$ cat src/rtl/ds_ex_reg.sv
// ----------------------------------------------------------------------------
// ds_ex_reg - decode-to-execute pipeline register
//
// Accepts decoded packets from the decode stage over a valid/allow-in
// handshake, holds them for the execute stage in arrival order, applies
// back-pressure upstream, and squashes held packets on a branch-redirect flush.
//
// Configuration macro: DS_EX_REG_SKID_EN
//   defined   : 2-entry skid buffer (main + skid). ds_ex_reg_allow_in depends
//               only on registered occupancy and flush, never on ex_allow_in.
//   undefined : single-entry register. ds_ex_reg_allow_in is combinational
//               from ex_allow_in.
//
// Ports
//   clk                 in   clock, rising-edge
//   reset               in   asynchronous reset, active low
//   ds_to_ex_reg_valid  in   decode presents a valid packet
//   ds_data             in   decoded packet [DS_DATA_W]
//   ds_ex_reg_allow_in  out  register can accept a packet this cycle
//   flush               in   branch redirect, squash everything held/incoming
//   ex_allow_in         in   execute consumes the head packet this cycle
//   ex_valid            out  head packet valid
//   ex_data             out  head packet [DS_DATA_W]
// ----------------------------------------------------------------------------
module ds_ex_reg #(
    parameter int DS_DATA_W = 96
) (
    input  logic                 clk,
    input  logic                 reset,
    input  logic                 ds_to_ex_reg_valid,
    input  logic [DS_DATA_W-1:0] ds_data,
    output logic                 ds_ex_reg_allow_in,
    input  logic                 flush,
    input  logic                 ex_allow_in,
    output logic                 ex_valid,
    output logic [DS_DATA_W-1:0] ex_data
);

    logic accept;
    logic drain;

    assign accept = ds_to_ex_reg_valid && ds_ex_reg_allow_in;
    assign drain  = ex_valid && ex_allow_in;

`ifdef DS_EX_REG_SKID_EN

    typedef enum logic [1:0] {
        EMPTY = 2'd0,
        ONE   = 2'd1,
        FULL  = 2'd2
    } occ_e;

    occ_e                 state;
    occ_e                 state_nxt;
    logic [DS_DATA_W-1:0] main_data;
    logic [DS_DATA_W-1:0] skid_data;
    logic                 load_main_ds;
    logic                 load_main_skid;
    logic                 load_skid;

    // Registered occupancy is the only non-flush term, so upstream timing
    // never sees the execute-stage stall path.
    assign ds_ex_reg_allow_in = (state != FULL) && !flush;
    assign ex_valid           = (state != EMPTY);
    assign ex_data            = main_data;

    always_comb begin
        // NOTE: every signal written here gets a default first; otherwise a
        // path that skips an assignment infers a latch.
        state_nxt      = state;
        load_main_ds   = 1'b0;
        load_main_skid = 1'b0;
        load_skid      = 1'b0;
        unique case (state)
            EMPTY: begin
                if (accept) begin
                    state_nxt    = ONE;
                    load_main_ds = 1'b1;
                end
            end
            ONE: begin
                if (accept && !drain) begin
                    state_nxt = FULL;
                    load_skid = 1'b1;
                end else if (accept && drain) begin
                    load_main_ds = 1'b1;
                end else if (drain) begin
                    state_nxt = EMPTY;
                end
            end
            FULL: begin
                // allow-in is low here, so only a drain can move state
                if (drain) begin
                    state_nxt      = ONE;
                    load_main_skid = 1'b1;
                end
            end
            default: state_nxt = EMPTY;
        endcase
        // A flush discards both entries; accept is already blocked by allow-in.
        if (flush) begin
            state_nxt = EMPTY;
        end
    end

    // NOTE: sequential state uses non-blocking assignments so every register
    // samples pre-edge values regardless of process evaluation order.
    always_ff @(posedge clk or negedge reset) begin
        if (!reset) begin
            state <= EMPTY;
        end else begin
            state <= state_nxt;
        end
    end

    // NOTE: the data registers are reset because ex_data must read zero out
    // of reset; otherwise they would need no reset, since valids qualify them.
    always_ff @(posedge clk or negedge reset) begin
        if (!reset) begin
            main_data <= '0;
            skid_data <= '0;
        end else begin
            if (load_main_ds) begin
                main_data <= ds_data;
            end else if (load_main_skid) begin
                main_data <= skid_data;
            end
            if (load_skid) begin
                skid_data <= ds_data;
            end
        end
    end

`else

    logic                 valid_q;
    logic [DS_DATA_W-1:0] data_q;

    // The slot frees up in the same cycle execute consumes the head.
    assign ds_ex_reg_allow_in = (!valid_q || ex_allow_in) && !flush;
    assign ex_valid           = valid_q;
    assign ex_data            = data_q;

    always_ff @(posedge clk or negedge reset) begin
        if (!reset) begin
            valid_q <= 1'b0;
            data_q  <= '0;
        end else begin
            if (flush) begin
                valid_q <= 1'b0;
            end else if (accept) begin
                valid_q <= 1'b1;
            end else if (drain) begin
                valid_q <= 1'b0;
            end
            if (accept) begin
                data_q <= ds_data;
            end
        end
    end

`endif

endmodule

$ cat config.mk
export PLATFORM = sky130hd
export DESIGN_NAME = ds_ex_reg
export DESIGN_NICKNAME = d
export VERILOG_FILES = /design/src/rtl/ds_ex_reg.sv
export SDC_FILE = /design/constraint.sdc
export NUM_CORES = 1
export LEC_CHECK = 0
export ABC_AREA = 0
export CAP_MARGIN = 20
export CORE_MARGIN = 1.5
export CORE_UTILIZATION = 35
export CTS_BUF_LIST = sky130_fd_sc_hd__clkbuf_4 sky130_fd_sc_hd__clkbuf_8 sky130_fd_sc_hd__clkbuf_16
export CTS_CLUSTER_DIAMETER = 80
export CTS_CLUSTER_SIZE = 8
export DETAILED_ROUTE_END_ITERATION = 7
export MAX_ROUTING_LAYER = met4
export PLACE_DENSITY = 0.73
export REMOVE_ABC_BUFFERS = 1
export SLEW_MARGIN = 30
export SYNTH_ARGS = -nofsm -noshare
export SYNTH_HDL_FRONTEND = slang
export SYNTH_SLANG_ARGS = --single-unit
$ cat constraint.sdc
create_clock -name clk -period 2.09 [get_ports clk]
set_input_delay 0.418 -clock clk [delete_from_list [all_inputs] [get_ports clk]]
set_output_delay 0.418 -clock clk [all_outputs]
set_load 0.02 [all_outputs]
==> results of run 1 <==
==> how the worst max path moves through the flow <==
| stage | start | endpoint | slack (ns) | depth (start not counted) |
|---|---|---|---|---|
| after floorplan | ex_valid | ex_data[0] | -1.58 | 3 |
| after global placement | ex_allow_in | ds_ex_reg_allow_in | 0.02 | 4 |
| after detailed placement | ex_allow_in | ds_ex_reg_allow_in | -0.0002 | 4 |
| after CTS | ex_allow_in | ds_ex_reg_allow_in | 0.24 | 4 |
| after global routing | ex_allow_in | ds_ex_reg_allow_in | 0.17 | 4 |
| final | ex_allow_in | ds_ex_reg_allow_in | 0.25 | 4 |
==> state kept, by name (all words and copies together) (netlist names) <==
name and count:
ex_data 96, ex_valid 1
==> cells in the final DEF (no fill, tap or decap) <==
master and instances:
buf_12 5, buf_4 6, bufinv_16 3, clkbuf_4 1
clkbuf_8 10, clkdlybuf4s50_1 196, clkinv_2 1, clkinvlp_4 1
dfrtp_1 97, dlygate4sd2_1 1, dlygate4sd3_1 1, mux2_1 40
mux2_2 56, nor2_1 3, nor2b_2 1, nor3b_4 1
==> critical path, delay by kind of cell <==
| family | cells | cell delay, ns |
|---|---|---|
| buffers and inverters | 2 | 0.73 |
| AND/OR/NAND/NOR | 2 | 0.28 |
==> where the power goes <==
part	total (uW)	leakage, uW	internal [uW]	switching (uW)
Clock	1460	0.000123	839	624
Combinational	1690	0.00123	948	744
Sequential	2350	0.00114	2190	153
Total	5500	0.00250	3980	1520
==> area by class of cell <==
cell class,instances,area share
Sequential cell,97,0.399
Timing Repair Buffer,209,0.349
Multi-Input combinational cell,101,0.184
Tap cell,133,0.0273
Clock buffer,11,0.0238
Clock inverter,5,0.0169
==> Yosys cell counts <==
library cell | instances | area, um^2
buf_2 | 5 | 25.0
buf_4 | 1 | 7.51
buf_6 | 4 | 45.0
dfrtp_1 | 97 | 2430
mux2_1 | 40 | 450
mux2_2 | 56 | 631
nor2_1 | 3 | 11.3
nor2b_2 | 1 | 8.76
nor3b_4 | 1 | 18.8
==> routing by layer <==
metal | vias up | share of wire | track usage
met4 | 0 | 0.011 | 0.0607
met1 | 1220 | 0.42 | 0.202
met5 | - | 0 | -
met2 | 117 | 0.50 | 0.279
li1 | 1150 | - | -
met3 | 8 | 0.067 | 0.0462
==> through the flow <==
stage	total power [uW]	instances	hold slack, ns	instance area, um^2
floorplan	3090	198	0.122	3550
global placement	4050	539	0.352	5830
detailed placement	4100	539	0.355	5830
CTS	5590	556	0.493	6090
global route	5760	556	0.508	6090
finish	5500	556	0.488	6090
==> kinds of logic after synthesis <==
| kind of cell | after synthesis | share of synthesized area |
|---|---|---|
| muxes | 96 | 0.298 |
| DFF | 97 | 0.670 |
| buffers and inverters | 10 | 0.0214 |
| and+or+nand+nor | 5 | 0.0107 |
==> repair_timing <==
action,4_1_cts,5_1_grt
endpoints found under the hold margin,24,0
resized for setup,1,0
hold buffers,1,0
setup endpoints to repair,1,0
==> metrics.txt, run 1 <==
Initial Util=0.366; Setup violations, final=0; worst path arrival time=about 1.4 ns; DRT Wirelength=about 8.6 mm; TritonCTS buffer count=9; Yosys reg bits=97; Worst Tran Pin Value=roughly 0.35 ns; cell count after synthesis=~210; FF-to-FF path depth=5; hold_sp=ex_data[54]; vias per cell=between 4 and 5; RSZ-0062 raised after global routing=false; Post-Syn Area per Cell=17.4 um^2; Synth Warn #=0; Netlist Area Pre-Place=about 0.0036 mm^2; largest net degree at the start of global routing=between 40 and 50; CP Class=in -> out; Worst-Skew Late Latency=about 0.36 ns; first-pass GRT wire length=~14 mm; final slew viol count=0; Routed Antenna Nets=0; Die Footprint=roughly 0.011 mm^2; Row Count=36; Rel. slew slack=0.764; fin crit share=0.881; total core area=between 0.009 and 0.01 mm^2; Fin Clk Skew=between 0.005 and 0.006 ns; pwr dens=between 900 and 1000 mW/mm^2; Data required, critical path=roughly 1.7 ns; Multi-input gate area=about 0.0011 mm^2; crit-path cells=clkdlybuf4s50_1, nor2b_2, nor2_1, dlygate4sd2_1; flop2flop setup slack=0.47 ns; fin crit period=1.84 ns; count of different cell masters after synthesis=9; Final #Nets=519; crit path max fanout=3; chip width=about 100 um; Die Ht=approximately 100 um; Antenna diodes=0; r2r endpoint=ex_data[38]; status=finished, final reports clean; # IOs=~200; Clock Tree Buf Depth=2; Pre-antenna DRT Iters=4; antenna violations before repair=0; worst r2r src=ex_valid; Overflow after GRT=0; CP Launch Type=input port; DP Worst Slack=-0.000219 ns; Final Util=0.614; CTS tree=done; GPL Wtd Cong=around 0.77; number of global-route vias before repair=2754; setup bufs post-CTS=0; WL per Instance=about 16 um; CTS H-tree depth=3; Remaining DRCs=0; clock sinks=97; Final WS setup=approximately 0.25 ns; clock root cell=clkbuf_8; setup tns final=0 ns; reported max-cap violation count=0; Filler Cells Inserted=between 700 and 800; Sequential cell area=between 0.002 and 0.0025 mm^2; worst stage delay on the critical path=0.41 ns; share of cells above drive strength 1=0.201; Fmax=543 MHz; Setup crit end kind=primary output; slowest cell on the critical path=clkdlybuf4s50_1; final hold viol count=0; GRT Overall Usage=0.170; via count=2495; clk slew on worst S/H paths=roughly 0.08 ns; leakage=around 0.0025 uW; I/O Buffers=198; DP HPWL=approximately 6.5 mm; Hold Path Class=reg -> reg; WHS Endpoint=ex_data[54]; register area share after synthesis=0.670; DR iter-0 viols=between 60 and 70; Area Growth Syn to Fin=67.9%; Max rail drop VDD=around 0.44 mV; Hold Crit Depth=1
Power figures use the tool's default switching activity.
==> run 2: changes to the inputs <==
--- a/config.mk
+++ b/config.mk
@@ -5,7 +5,7 @@
 export SDC_FILE = /design/constraint.sdc
 export NUM_CORES = 1
 export LEC_CHECK = 0
-export ABC_AREA = 0
+export ABC_AREA = 1
 export CAP_MARGIN = 20
 export CORE_MARGIN = 1.5
 export CORE_UTILIZATION = 35
@@ -13,8 +13,9 @@
 export CTS_CLUSTER_DIAMETER = 80
 export CTS_CLUSTER_SIZE = 8
 export DETAILED_ROUTE_END_ITERATION = 7
+export GPL_TIMING_DRIVEN = 0
 export MAX_ROUTING_LAYER = met4
-export PLACE_DENSITY = 0.73
+export PLACE_DENSITY = 0.7
 export REMOVE_ABC_BUFFERS = 1
 export SLEW_MARGIN = 30
 export SYNTH_ARGS = -nofsm -noshare
==> run 2 against run 1 <==
Against the previous run:
- critical path depth grew 4
- largest cell class unchanged
- setup slack lost 0.16 ns
- clock skew shrank 0.0031 ns
- clock power grew 6%
- utilization shrank 3.1 points
==> metrics.txt, run 2 <==
Synth Area in XOR/XNOR=0; Worst-Skew Late Latency=around 0.33 ns; Largest register FFs=96; crit-path cells=clkdlybuf4s50_1, inv_1, nand2_8, buf_16, nand3_4, buf_12, nand2_1, nand2_1; main combinational cell family by area after synthesis=simple AND/OR/NAND/NOR gates; Initial Util=0.364; top cell type's share of synthesized area=0.607; adder-cell share of the synthesized area=0; P_int=around 3800 uW; Gate power share=0.291; fin crit share=0.958; Hold Crit Depth=2; area leader, netlist=dfrtp_1; top cells by area, synth=dfrtp_1 (61%), nand2_1 (18%), nand4_1 (15%); Data required, critical path=2.31 ns; register area share after synthesis=0.607; Top delay family on crit path=buffers and inverters; worst path arrival time=between 2 and 2.5 ns; fin crit period=roughly 2 ns; Post-synth ARST share=1.00; Rel. slew slack=0.649; FF-to-FF path depth=6; Die Footprint=~0.012 mm^2; DP HPWL=between 7 and 8 mm; Routed Antenna Nets=0; Yosys reg bits=slightly below 100; RSZ-0062 raised after global routing=false; Remaining DRCs=0; CTS H-tree depth=3; largest net degree at the start of global routing=58; Netlist Area Pre-Place=around 0.004 mm^2; clock sinks=slightly below 100; final hold viol count=0; GPL Wtd Cong=slightly above 0.7; Max rail drop VDD=between 0.5 and 0.6 mV; GRT Overall Usage=0.206; Fin Clk Skew=about 0.0022 ns; Pre-antenna DRT Iters=4; total core area=0.0110 mm^2; complex-gate fraction of the synthesized area=0.00250; worst stage delay on the critical path=0.45 ns; antenna violations before repair=0; Clock power frac=0.286; share of cells above drive strength 1=0.0440; clk slew on worst S/H paths=about 0.06 ns; crit path max fanout=57; worst r2r src=ex_valid; flop2flop setup slack=0.25 ns; prevailing post-synth register cell=dfrtp_1; Commonest cells post-synth=nand2_1 (192), dfrtp_1 (97), nand4_1 (96); Setup violations, final=0; hold_sp=ex_data[76]; CTS tree=done; CP most frequent cell=nand2_1; Multi-input gate area=around 0.0014 mm^2; slowest cell on the critical path=clkdlybuf4s50_1; vias per cell=about 5; Area after DPL=around 0.0061 mm^2; simple-gate share of the synthesized area=0.334; Worst Tran Pin Value=between 0.5 and 0.6 ns; WHS Endpoint=ex_data[76]; number of standard cells in the final layout excluding fillers=around 750; count of different cell masters after synthesis=13; Filler Cells Inserted=between 900 and 1000; pwr dens=roughly 850 mW/mm^2; Row Count=38; Hold Path Class=reg -> reg; Final #Nets=a little over 700; Area Growth Syn to Fin=60.0%; Die Ht=roughly 110 um; Sequential cell area=around 0.0024 mm^2; reported max-cap violation count=0; Clock Tree Buf Depth=2; Net Sw Frac=0.296; DRT Wirelength=11.9 mm; Post-Syn Area per Cell=9.24 um^2; WL per Instance=15.8 um; TritonCTS buffer count=9; cell count after synthesis=433; Fmax=~500 MHz; Synth Warn #=0; clock root cell=clkbuf_16; placed insts=735; Antenna diodes=0; most frequent cells in the layout=clkdlybuf4s50_1 (195), nand2_1 (192), dfrtp_1 (97), nand4_1 (96), clkbuf_16 (9); I/O Buffers=just under 200; commonest non-fill, non-tap cell in the layout=clkdlybuf4s50_1; r2r endpoint=ex_data[50]; Sequential Power Share=0.423; Setup crit end kind=register; CP Class=in -> reg; Switch Pwr=1600 uW; via count=approximately 3800; mux contribution to synthesized area=0; chip width=~110 um; number of global-route vias before repair=3817; final slew viol count=0; setup bufs post-CTS=0; first-pass GRT wire length=approximately 19 mm; status=finished, final reports clean; top-count cell post-synth=nand2_1; DR iter-0 viols=270; design area=around 0.0064 mm^2; # IOs=roughly 200; worst path buffer plus inverter count=4; Overflow after GRT=0; Post-synth EDFFs=0; CP Launch Type=input port; leakage=0.00301 uW
run 2: repair_timing:
item / 4_1_cts / 5_1_grt
gates cloned: 2 / 0
gates resized for setup: 4 / 3
hold endpoints to repair: 7 / 0
pin swaps: 1 / 0
endpoints found under the setup margin: 97 / 61
hold buffers: 1 / 0
run 2: worst min-delay path: cells and delay by family, from the launching register on:
family	cells	cell delay [ns]
flops	1	0.34
simple gates	2	0.09
run 2: logic make-up after synthesis:
| kind of cell | after synthesis |
|---|---|
| AOI/OAI and AO/OA | 2 |
| buffers and inverters | 44 |
| DFF | 97 |
| and+or+nand+nor | 290 |
run 2: how the worst max path moves through the flow:
stage                       startpoint          end  slack, ns  cells after the start
floorplan                     ex_valid   ex_data[0]      -0.97                      4
global placement    ds_to_ex_reg_valid  ex_data[10]      -4.49                      4
finish                     ex_allow_in  ex_data[50]       0.09                      8
detailed placement         ex_allow_in  ex_data[19]      -0.73                      8
global route               ex_allow_in  ex_data[66]      0.009                      8
CTS                              flush  ex_data[93]      0.004                      6
run 2: power by group through the flow:
stage | Sequential [uW] | Combinational [uW] | Clock, uW
2_1_floorplan | 2660 | 288 | 0
3_3_place_gp | 2320 | 1540 | 0
3_5_place_dp | 2320 | 1580 | 0
4_1_cts | 2300 | 1590 | 1600
5_1_grt | 2330 | 1700 | 1670
6_report | 2290 | 1570 | 1550
run 2: final cells by class:
| class | instances | share of cell area |
|---|---|---|
| sequential | 97 | 0.379 |
| clock buffer | 15 | 0.0432 |
| multi-input combinational | 294 | 0.218 |
| inverter | 3 | 0.00371 |
| timing repair buffer | 204 | 0.329 |
| tap | 140 | 0.0274 |
run 2: routing by layer:
metal	track usage	routed length, um	vias to the layer above
li1	-	-	1817
met1	0.240	5100	1808
met2	0.334	5510	147
met3	0.0622	1020	20
met4	0.0816	263	0
met5	-	0	-
run 2: per-stage QoR:
stage               power [uW]  hold WS [ns]  setup TNS [ns]  utilization  worst slack (ns)
finish                    5420         0.467               0        0.583            0.0882
global route              5700         0.485               0        0.583           0.00907
CTS                       5490         0.473               0        0.582           0.00394
global placement          3860         0.453         -721.70        0.541             -4.49
detailed placement        3900         0.359          -56.39        0.552            -0.732
floorplan                 2950         0.122          -93.00            -            -0.969
==> run 3: changes to the inputs <==
--- a/config.mk
+++ b/config.mk
@@ -7,6 +7,7 @@
 export LEC_CHECK = 0
 export ABC_AREA = 1
 export CAP_MARGIN = 20
+export CORE_ASPECT_RATIO = 0.7
 export CORE_MARGIN = 1.5
 export CORE_UTILIZATION = 35
 export CTS_BUF_LIST = sky130_fd_sc_hd__clkbuf_4 sky130_fd_sc_hd__clkbuf_8 sky130_fd_sc_hd__clkbuf_16
==> run 3 against run 2 <==
Against the previous run:
- critical path type is now in -> out
- cell area rose by 1.3%
- largest cell class unchanged
- critical path depth fell by 4
- global-route usage rose by 0.92 points
- wire length rose by 4.6%
- setup slack improved by 0.13 ns
- fmax rose by 7.2%
- non-clock buffer count rose by 2
- sequential power barely moved
- hold slack improved by 0.0025 ns
- critical endpoint is now ds_ex_reg_allow_in
- clock skew rose by 0.0039 ns
==> metrics.txt, run 3 (synthesized netlist as in run 2, its figures left out) <==
Final Util=0.585; most frequent cells in the layout=clkdlybuf4s50_1 (195), nand2_1 (192), dfrtp_1 (97), nand4_1 (96), clkbuf_16 (9); Initial Util=0.361; Antenna diodes=0; Remaining DRCs=0; Hold Path Class=reg -> reg; total core area=~0.011 mm^2; Worst-Skew Late Latency=about 0.33 ns; CTS H-tree depth=3; Area Growth Syn to Fin=62.0%; pwr dens=871 mW/mm^2; Fmax=roughly 540 MHz; Max rail drop VDD=roughly 0.47 mV; clk slew on worst S/H paths=~0.06 ns; first-pass GRT wire length=19.6 mm; DP HPWL=approximately 8 mm; clock sinks=97; Rel. slew slack=0.625; CP Launch Type=input port; DR iter-0 viols=194; Routed Antenna Nets=0; TritonCTS buffer count=9; chip width=about 130 um; final hold viol count=0; CTS tree=done; status=finished, final reports clean; number of standard cells in the final layout excluding fillers=768; GRT Overall Usage=0.215; fin crit share=0.893; CP Class=in -> out; DP Worst Slack=-0.764 ns; commonest non-fill, non-tap cell in the layout=clkdlybuf4s50_1; Die Ht=around 92 um; vias per cell=~5.0; Row Count=32; FF-to-FF path depth=4; worst path arrival time=~1.5 ns; Data required, critical path=~1.7 ns; largest net degree at the start of global routing=60; RSZ-0062 raised after global routing=false; GPL Wtd Cong=roughly 0.7; placed insts=between 700 and 800; Fin Clk Skew=around 0.006 ns; Final #Nets=a little over 700; Setup violations, final=0; Final WS setup=0.223 ns; slowest cell on the critical path=clkdlybuf4s50_1; crit path max fanout=2; I/O Buffers=just under 200; crit-path cells=clkdlybuf4s50_1, inv_1, a21oi_1, dlygate4sd2_1; fin crit period=around 1.9 ns; share of cells above drive strength 1=0.0472; WL per Instance=16.2 um; Setup crit end kind=primary output; Worst Tran Pin Value=~0.56 ns; Largest register FFs=between 90 and 100; DRT Wirelength=12.4 mm; via count=3850; number of global-route vias before repair=3775; Die Footprint=0.0121 mm^2; worst stage delay on the critical path=approximately 0.45 ns; antenna violations before repair=0; final slew viol count=0; reported max-cap violation count=0; Pre-antenna DRT Iters=4; WHS=roughly 0.47 ns; Overflow after GRT=0; leakage=a little over 0.003 uW; clock root cell=clkbuf_16; # IOs=199; Hold Crit Depth=2; Clock Tree Buf Depth=2
## run 3: cell count changes in the layout (fill, tap and decap cells not counted), sizes merged
cell      previous run  this run
buf                  7         9
bufinv               0         3
clkbuf              15        10
clkinvlp             0         2
## run 3: metal layers
| layer | GRT usage | part of all wire | up-vias |
|---|---|---|---|
| li1 | - | - | 1831 |
| met1 | 0.279 | 0.45 | 1845 |
| met2 | 0.317 | 0.43 | 166 |
| met3 | 0.0861 | 0.11 | 8 |
| met4 | 0.0522 | 0.0090 | 0 |
| met5 | - | 0 | - |
## run 3: path summary, 6_finish.rpt
kind / startpoint / to / slack, ns
setup / recovery: ex_allow_in / ds_ex_reg_allow_in / 0.22
hold reg to reg: ex_data[15] / ex_data[15] / 0.47
setup reg to reg: ex_valid / ex_data[53] / 0.61
max in group asynchronous: reset / ex_data[7] / 0.92
hold / removal: ex_data[15] / ex_data[15] / 0.47
min in group asynchronous: reset / ex_data[50] / 0.55
## run 3: worst max-delay path, delay by kind of cell
family,cells,cell delay (ns)
AOI/OAI and AO/OA,1,0.13
buffers and inverters,3,0.90
## run 3: cell type report
class                   instances  area, um^2
fillers                       935        4610
inverters                       3        37.5
flip-flops and latches         97        2430
well taps                     153         191
clock buffers                  10         239
multi-input cells             294        1400
repair buffers                206        2110
clock inverters                 5        80.1
## run 3: what timing repair did
item,in CTS,in global routing
hold buffers,1,0
setup endpoints to repair,97,49
pin swaps,0,0
buffers inserted,0,2
cloned,2,0
hold endpoints to repair,19,0
resized for setup,4,4
## run 3: report_power, final
group          total [uW]  switching (uW)  internal [uW]
clock                1750             682           1070
sequential           2300             150           2150
combinational        1590             819            772
## run 3: metrics by stage
stage / setup TNS, ns / cell area, um^2 / total power [uW]
detailed placement: -57.64 / 6080 / 3910
global route: 0 / 6480 / 5930
CTS: 0 / 6450 / 5700
global placement: -732.39 / 5960 / 3860
finish: 0 / 6480 / 5640
floorplan: -93.00 / 3790 / 2950
